`config.mk`:
```
export PLATFORM = sky130hd
export DESIGN_NAME = ctrl_unit
export DESIGN_NICKNAME = d
export VERILOG_FILES = /design/src/rtl/ctrl_pkg.sv /design/src/rtl/ctrl_sys_decode.sv /design/src/rtl/ctrl_unit.sv
export SDC_FILE = /design/constraint.sdc
export NUM_CORES = 1
export LEC_CHECK = 0
export BUFFER_PORTS_ARGS = -buffer_cell sky130_fd_sc_hd__buf_2
export CAP_MARGIN = 20
export CORE_MARGIN = 2
export CORE_UTILIZATION = 35
export CTS_BUF_LIST = sky130_fd_sc_hd__clkbuf_8
export DETAILED_ROUTE_END_ITERATION = 8
export HOLD_SLACK_MARGIN = 0.08
export PLACE_DENSITY = 0.83
export SYNTH_ARGS = -nofsm -noshare
export SYNTH_HDL_FRONTEND = slang
export SYNTH_SLANG_ARGS = --single-unit
export TNS_END_PERCENT = 1
```
`constraint.sdc`:
```
create_clock -name clk -period 1.45 [get_ports clk]
set_clock_uncertainty 0.2 [all_clocks]
set_input_delay 0.0725 -clock clk [delete_from_list [all_inputs] [get_ports clk]]
set_output_delay 0.0725 -clock clk [all_outputs]
set_load 0.03 [all_outputs]
```
`src/rtl/ctrl_pkg.sv`:
```
// Shared decode constants and control bundles for ctrl_unit.
// Holds RV32I opcodes, ALU funct3 codes, SYSTEM funct12 codes, structs.
package ctrl_pkg;

  localparam logic [6:0] OP_LUI      = 7'b0110111;
  localparam logic [6:0] OP_AUIPC    = 7'b0010111;
  localparam logic [6:0] OP_JAL      = 7'b1101111;
  localparam logic [6:0] OP_JALR     = 7'b1100111;
  localparam logic [6:0] OP_BRANCH   = 7'b1100011;
  localparam logic [6:0] OP_LOAD     = 7'b0000011;
  localparam logic [6:0] OP_STORE    = 7'b0100011;
  localparam logic [6:0] OP_IMM      = 7'b0010011;
  localparam logic [6:0] OP_REG      = 7'b0110011;
  localparam logic [6:0] OP_MISC_MEM = 7'b0001111;
  localparam logic [6:0] OP_SYSTEM   = 7'b1110011;

  localparam logic [2:0] ADD  = 3'b000;
  localparam logic [2:0] SLL  = 3'b001;
  localparam logic [2:0] SLT  = 3'b010;
  localparam logic [2:0] SLTU = 3'b011;
  localparam logic [2:0] XOR  = 3'b100;
  localparam logic [2:0] SR   = 3'b101;
  localparam logic [2:0] OR   = 3'b110;
  localparam logic [2:0] AND  = 3'b111;

  localparam logic [11:0] ECALL  = 12'h000;
  localparam logic [11:0] EBREAK = 12'h001;
  localparam logic [11:0] MRET   = 12'h302;

  typedef struct packed {
    logic is_csr;
    logic csr_w;
    logic csr_set;
    logic csr_clr;
    logic csr_zimm;
    logic is_mret;
    logic exc_ecall;
    logic exc_break;
    logic illegal;
  } sys_t;

  typedef struct packed {
    logic [2:0] alu_op;
    logic alu_imm;
    logic alu_sub;
    logic alu_sra;
    logic rd_w;
    logic ld_upper;
    logic add_pc;
    logic jmp_reg;
    logic is_jmp;
    logic is_branch;
    logic is_load;
    logic is_store;
    logic is_fence;
    logic is_fencei;
    logic is_csr;
    logic csr_w;
    logic csr_set;
    logic csr_clr;
    logic csr_zimm;
    logic is_mret;
    logic exc_ecall;
    logic exc_break;
    logic exc_illegal;
  } ctrl_t;

endpackage

```
`src/rtl/ctrl_sys_decode.sv`:
```
// SYSTEM opcode group decode: ECALL/EBREAK/MRET and Zicsr CSR access.
// Ports: funct12, funct3 in; sys (sys_t bundle) out. Macro CTRL_UNIT_ZICSR_EN.
module ctrl_sys_decode
  import ctrl_pkg::*;
(
  input  logic [11:0] funct12,
  input  logic [2:0]  funct3,
  output sys_t        sys
);

  always_comb begin
    sys = '0;
    case (funct3)
      3'b000: begin
        case (funct12)
          ECALL:  sys.exc_ecall = 1'b1;
          EBREAK: sys.exc_break = 1'b1;
`ifdef CTRL_UNIT_ZICSR_EN
          MRET:   sys.is_mret = 1'b1;
`endif
          default: sys.illegal = 1'b1;
        endcase
      end
      3'b100: sys.illegal = 1'b1;
      default: begin
`ifdef CTRL_UNIT_ZICSR_EN
        sys.is_csr   = 1'b1;
        sys.csr_w    = (funct3[1:0] == 2'b01);
        sys.csr_set  = (funct3[1:0] == 2'b10);
        sys.csr_clr  = (funct3[1:0] == 2'b11);
        sys.csr_zimm = funct3[2];
`else
        sys.illegal = 1'b1;
`endif
      end
    endcase
  end

endmodule

```
`src/rtl/ctrl_unit.sv`:
```
// RV32I + Zicsr instruction decoder with a sticky illegal-instruction flag.
// Ports: clk, rst_n, inst in; ALU/WB/branch/LSU/CSR/trap strobes, illegal_seen out.
module ctrl_unit
  import ctrl_pkg::*;
#(
  parameter int XLEN = 32
) (
  input  logic            clk,
  input  logic            rst_n,
  input  logic [XLEN-1:0] inst,
  output logic [2:0]      alu_op,
  output logic            alu_imm,
  output logic            alu_sub,
  output logic            alu_sra,
  output logic            rd_w,
  output logic            ld_upper,
  output logic            add_pc,
  output logic            jmp_reg,
  output logic            is_jmp,
  output logic            is_branch,
  output logic            is_load,
  output logic            is_store,
  output logic            is_fence,
  output logic            is_fencei,
  output logic            is_csr,
  output logic            csr_w,
  output logic            csr_set,
  output logic            csr_clr,
  output logic            csr_zimm,
  output logic            is_mret,
  output logic            exc_ecall,
  output logic            exc_break,
  output logic            exc_illegal,
  output logic            illegal_seen
);

  logic [6:0] opcode;
  logic [2:0] f3;
  logic       b30;
  sys_t       sys;
  ctrl_t      c;
  logic       ill;
  logic       unused;

  assign opcode = inst[6:0];
  assign f3     = inst[14:12];
  assign b30    = inst[30];
  assign unused = ^{inst[19:15], inst[11:7]};

  ctrl_sys_decode u_sys (
    .funct12 (inst[31:20]),
    .funct3  (f3),
    .sys     (sys)
  );

  always_comb begin
    c = '0;
    c.alu_op = f3;
    ill = 1'b0;
    case (opcode)
      OP_LUI: begin
        c.rd_w = 1'b1;
        c.ld_upper = 1'b1;
        c.alu_op = ADD;
      end
      OP_AUIPC: begin
        c.rd_w = 1'b1;
        c.add_pc = 1'b1;
        c.alu_op = ADD;
      end
      OP_JAL: begin
        c.rd_w = 1'b1;
        c.is_jmp = 1'b1;
        c.alu_op = ADD;
      end
      OP_JALR: begin
        if (f3 == ADD) begin
          c.rd_w = 1'b1;
          c.is_jmp = 1'b1;
          c.jmp_reg = 1'b1;
          c.alu_imm = 1'b1;
        end else begin
          ill = 1'b1;
        end
      end
      OP_BRANCH: begin
        if (f3 == SLT || f3 == SLTU)
          ill = 1'b1;
        else
          c.is_branch = 1'b1;
      end
      OP_LOAD: begin
        if (f3 == 3'b011 || f3[2:1] == 2'b11) begin
          ill = 1'b1;
        end else begin
          c.rd_w = 1'b1;
          c.alu_imm = 1'b1;
          c.is_load = 1'b1;
          c.alu_op = ADD;
        end
      end
      OP_STORE: begin
        if (f3[2] || f3[1:0] == 2'b11) begin
          ill = 1'b1;
        end else begin
          c.alu_imm = 1'b1;
          c.is_store = 1'b1;
          c.alu_op = ADD;
        end
      end
      OP_IMM: begin
        c.rd_w = 1'b1;
        c.alu_imm = 1'b1;
        c.alu_sra = (f3 == SR) & b30;
      end
      OP_REG: begin
        c.rd_w = 1'b1;
        c.alu_sub = (f3 == ADD) & b30;
        c.alu_sra = (f3 == SR) & b30;
      end
      OP_MISC_MEM: begin
        case (f3)
          3'b000:  c.is_fence = 1'b1;
          3'b001:  c.is_fencei = 1'b1;
          default: ill = 1'b1;
        endcase
      end
      OP_SYSTEM: begin
        ill = sys.illegal;
        c.rd_w = sys.is_csr;
        c.is_csr = sys.is_csr;
        c.csr_w = sys.csr_w;
        c.csr_set = sys.csr_set;
        c.csr_clr = sys.csr_clr;
        c.csr_zimm = sys.csr_zimm;
        c.is_mret = sys.is_mret;
        c.exc_ecall = sys.exc_ecall;
        c.exc_break = sys.exc_break;
      end
      default: ill = 1'b1;
    endcase
    // Unrecognised encodings drop every strobe and force alu_op to 000.
    if (ill) begin
      c = '0;
      c.exc_illegal = 1'b1;
    end
  end

  always_ff @(posedge clk or negedge rst_n) begin
    if (!rst_n)
      illegal_seen <= 1'b0;
    else if (c.exc_illegal)
      illegal_seen <= 1'b1;
  end

  assign alu_op      = c.alu_op;
  assign alu_imm     = c.alu_imm;
  assign alu_sub     = c.alu_sub;
  assign alu_sra     = c.alu_sra;
  assign rd_w        = c.rd_w;
  assign ld_upper    = c.ld_upper;
  assign add_pc      = c.add_pc;
  assign jmp_reg     = c.jmp_reg;
  assign is_jmp      = c.is_jmp;
  assign is_branch   = c.is_branch;
  assign is_load     = c.is_load;
  assign is_store    = c.is_store;
  assign is_fence    = c.is_fence;
  assign is_fencei   = c.is_fencei;
  assign is_csr      = c.is_csr;
  assign csr_w       = c.csr_w;
  assign csr_set     = c.csr_set;
  assign csr_clr     = c.csr_clr;
  assign csr_zimm    = c.csr_zimm;
  assign is_mret     = c.is_mret;
  assign exc_ecall   = c.exc_ecall;
  assign exc_break   = c.exc_break;
  assign exc_illegal = c.exc_illegal;

endmodule

```
==> metrics.md <==
| Metric | Value |
|---|---|
| Core area | `0.00147 sq mm` |
| Overflow left after global routing | `0` |
| Clock network power share | `0` |
| WHS | `just under 0.2 ns` |
| Flop pwr share | `0.094` |
| Final Hold Fails | `0` |
| P_leak | `~0.57 nW` |
| Worst setup margin | `-0.213 ns` |
| Vias per cell | `roughly 5.7` |
| Iter 0 DRT Violations | `between 40 and 50` |
| Post-CTS Setup Bufs | `0` |
| Crit path kind | `input pin to flop` |
| Slowest stage delay, CP | `about 0.34 ns` |
| Vias post-DR | `996` |
| CP Data Required Time | `between 1 and 1.5 ns` |
| Switching pwr | `0.144 mW` |
| Top Family by Delay on Critical Path | `compound AO/OA/AOI/OAI gates` |
| Synth top area share | `0.121` |
| Die Wd | `about 43 um` |
| Port bufs | `43` |
| Final design utilization | `0.819` |
| Failing checks | `setup timing` |
| Drc violations | `0` |
| Top FF cell, synth | `dfrtp_1` |
| Worst r2r path cells | `1` |
| Area of the mapped netlist | `around 540 sq um` |
| Final ANT Viol Nets | `0` |
| Critical path arrival | `between 1 and 1.5 ns` |
| Nature of the critical path endpoint | `flop` |
| Post-synth EDFFs | `0` |
| Fmax | `601 MHz` |
| Sw frac | `0.478` |
| First-pass GRT wire length | `4170 um` |
| Period utilization | `1.15` |
| Initial antenna violation count | `0` |
| Vias in the first global route | `roughly 970` |
| Placer Congestion | `between 0.9 and 1` |
| TNS Setup | `-1.42 ns` |
| HPWL after DPL | `between 1500 and 2000 um` |
| Synth warn | `0` |
| Fin area | `roughly 0.0012 sq mm` |
| Synthesis-to-finish area growth | `123%` |
| Setup Viol. Count Final | `10` |
| Total track usage | `0.282` |
| Worst Hold Class | `input pin to async pin` |
| Nets | `about 190` |
| Top cells by count, synth | `nor3_1, buf_4, nand2_1, nand3_1, nor2_1` |
| Clk slew on worst S/H paths | `0 ns` |
| Initial core utilization | `0.366` |
| DIE HEIGHT | `between 40 and 50 um` |
| Max-cap violations | `0` |
| P per Cell Area | `approximately 250 mW/mm^2` |
| Post-route minimum period | `roughly 1.7 ns` |
| Synthesized netlist cell count | `85` |
| Post-synthesis area per instance | `6.34 sq um` |
| Int Power | `about 0.16 mW` |
| Async SR Flop Fraction | `1.00` |
| Post-synth top area cell | `nor3_1` |
| Drt pass-1 iters | `4` |
| Slowest stage cell, crit path | `a221o_1` |
| Critical Path Stages | `7` |
| Ports | `60` |
| Max IR drop VDD | `267 uV` |
| Post-synth cell types | `37` |
| RSZ-0062 raised after global routing | `yes` |
| Top-count cell post-synth | `nor3_1` |
| CP Launch Point | `inst[2]` |
| Status | `complete, but fails checks` |
| Sequence of cells on the critical path | `buf_6 -> buf_6 -> nand2b_4 -> a221o_1 -> a31oi_2 -> o211ai_4 -> or3_1` |
| Share of cells above drive strength 1 | `0.646` |
| Flip-flop count of the largest register after layout | `1` |
| Most frequent CP cell | `buf_6` |
| Startpoint types | `input pin` |
| Placement Cell Area | `a little over 0.001 sq mm` |
| Bufs and invs on worst path | `2` |
| Post-synthesis sequential area ratio | `0.0464` |
| Skew-Pair Late Insertion Delay | `0 ns` |
| Logic pwr share | `0.906` |
| Max FO, Critical Path | `5` |
| Yosys reg bits | `1` |
| Reg with most FFs | `illegal_seen` |
| FF-to-FF Start | `illegal_seen` |
| Die area | `about 0.0019 sq mm` |
| Ranking of synthesized cells by area | `nor3_1, buf_4, nand3_1, nor4_1, nand2_1` |
| Core Rows | `14` |
| WL/cell | `roughly 15 um` |
| Largest net degree at the start of global routing | `9` |
| Number of diodes | `0` |
| Biggest regs | `illegal_seen (1)` |
| Routed wire length | `roughly 2700 um` |
| Max-slew violations | `0` |
-- kinds of logic (layout without fill, tap and decap cells) --
group | count (synthesis) | count (layout) | synth area share
and+or+nand+nor | 55 | 55 | 0.587
buffers and inverters | 15 | 83 | 0.167
AOI/OAI and AO/OA | 12 | 12 | 0.174
other | 1 | 6 | 0.00695
muxes | 1 | 1 | 0.0186
DFF | 1 | 1 | 0.0464
-- metrics by stage --
stage                     setup WS (ns)  total power [mW]  cells
after floorplan                  -0.304             0.147     90
after global placement           -0.266             0.242    173
after detailed placement         -0.304             0.250    173
after CTS                        -0.188             0.278    174
after global routing             -0.253             0.317    174
final                            -0.213             0.301    174
-- path summary, 6_finish.rpt --
check / end / slack [ns]
worst max-delay path: illegal_seen / -0.21
worst min-delay path: illegal_seen / 0.20
worst max register to register: illegal_seen / 0.40
worst min register to register: illegal_seen / 0.26
max in group asynchronous: illegal_seen / 0.77
min in group clk: exc_ecall / 0.24
-- cells in the final DEF, fill, tap and decap left out, drive strengths merged, types with 2 or more instances in the layout --
cell | synthesis | layout
buf | 8 | 78
nor3 | 13 | 13
nand2 | 7 | 7
nand3 | 7 | 7
conb | 1 | 6
nor2 | 6 | 6
nor4 | 6 | 6
inv | 3 | 3
and3 | 3 | 3
nand4 | 2 | 2
nand2b | 2 | 2
o21ai | 2 | 2
or3 | 2 | 2
-- routing by layer --
layer | part of all wire | up-vias | routed length [um] | track usage
met4 | 0.037 | 0 | 99 | 0.0788
met5 | 0 | - | 0 | 0
li1 | - | 459 | - | -
met2 | 0.53 | 60 | 1420 | 0.510
met1 | 0.37 | 467 | 1000 | 0.356
met3 | 0.063 | 10 | 169 | 0.00851
-- power groups by stage --
stage / Clock, mW / Combinational, mW / Sequential (mW)
after floorplan: 0 / 0.118 / 0.0284
after global placement: 0 / 0.214 / 0.0284
after detailed placement: 0 / 0.222 / 0.0284
after CTS: 0 / 0.250 / 0.0284
after global routing: 0 / 0.289 / 0.0284
final: 0 / 0.273 / 0.0284
-- layout make-up --
cell class                      count  area [sq um]
Fill cell                          81           267
Multi-Input combinational cell     74           566
Sequential cell                     1          25.0
Inverter                            3          11.3
Tap cell                           16          20.0
Timing Repair Buffer               80           583
-- what timing repair did --
action	4_1_cts	5_1_grt
setup endpoints to repair	16	19
endpoints found under the hold margin	1	0
hold buffers	1	0
pin swaps	3	4
gates resized for setup	27	18
(Power assumes the default switching activity.)
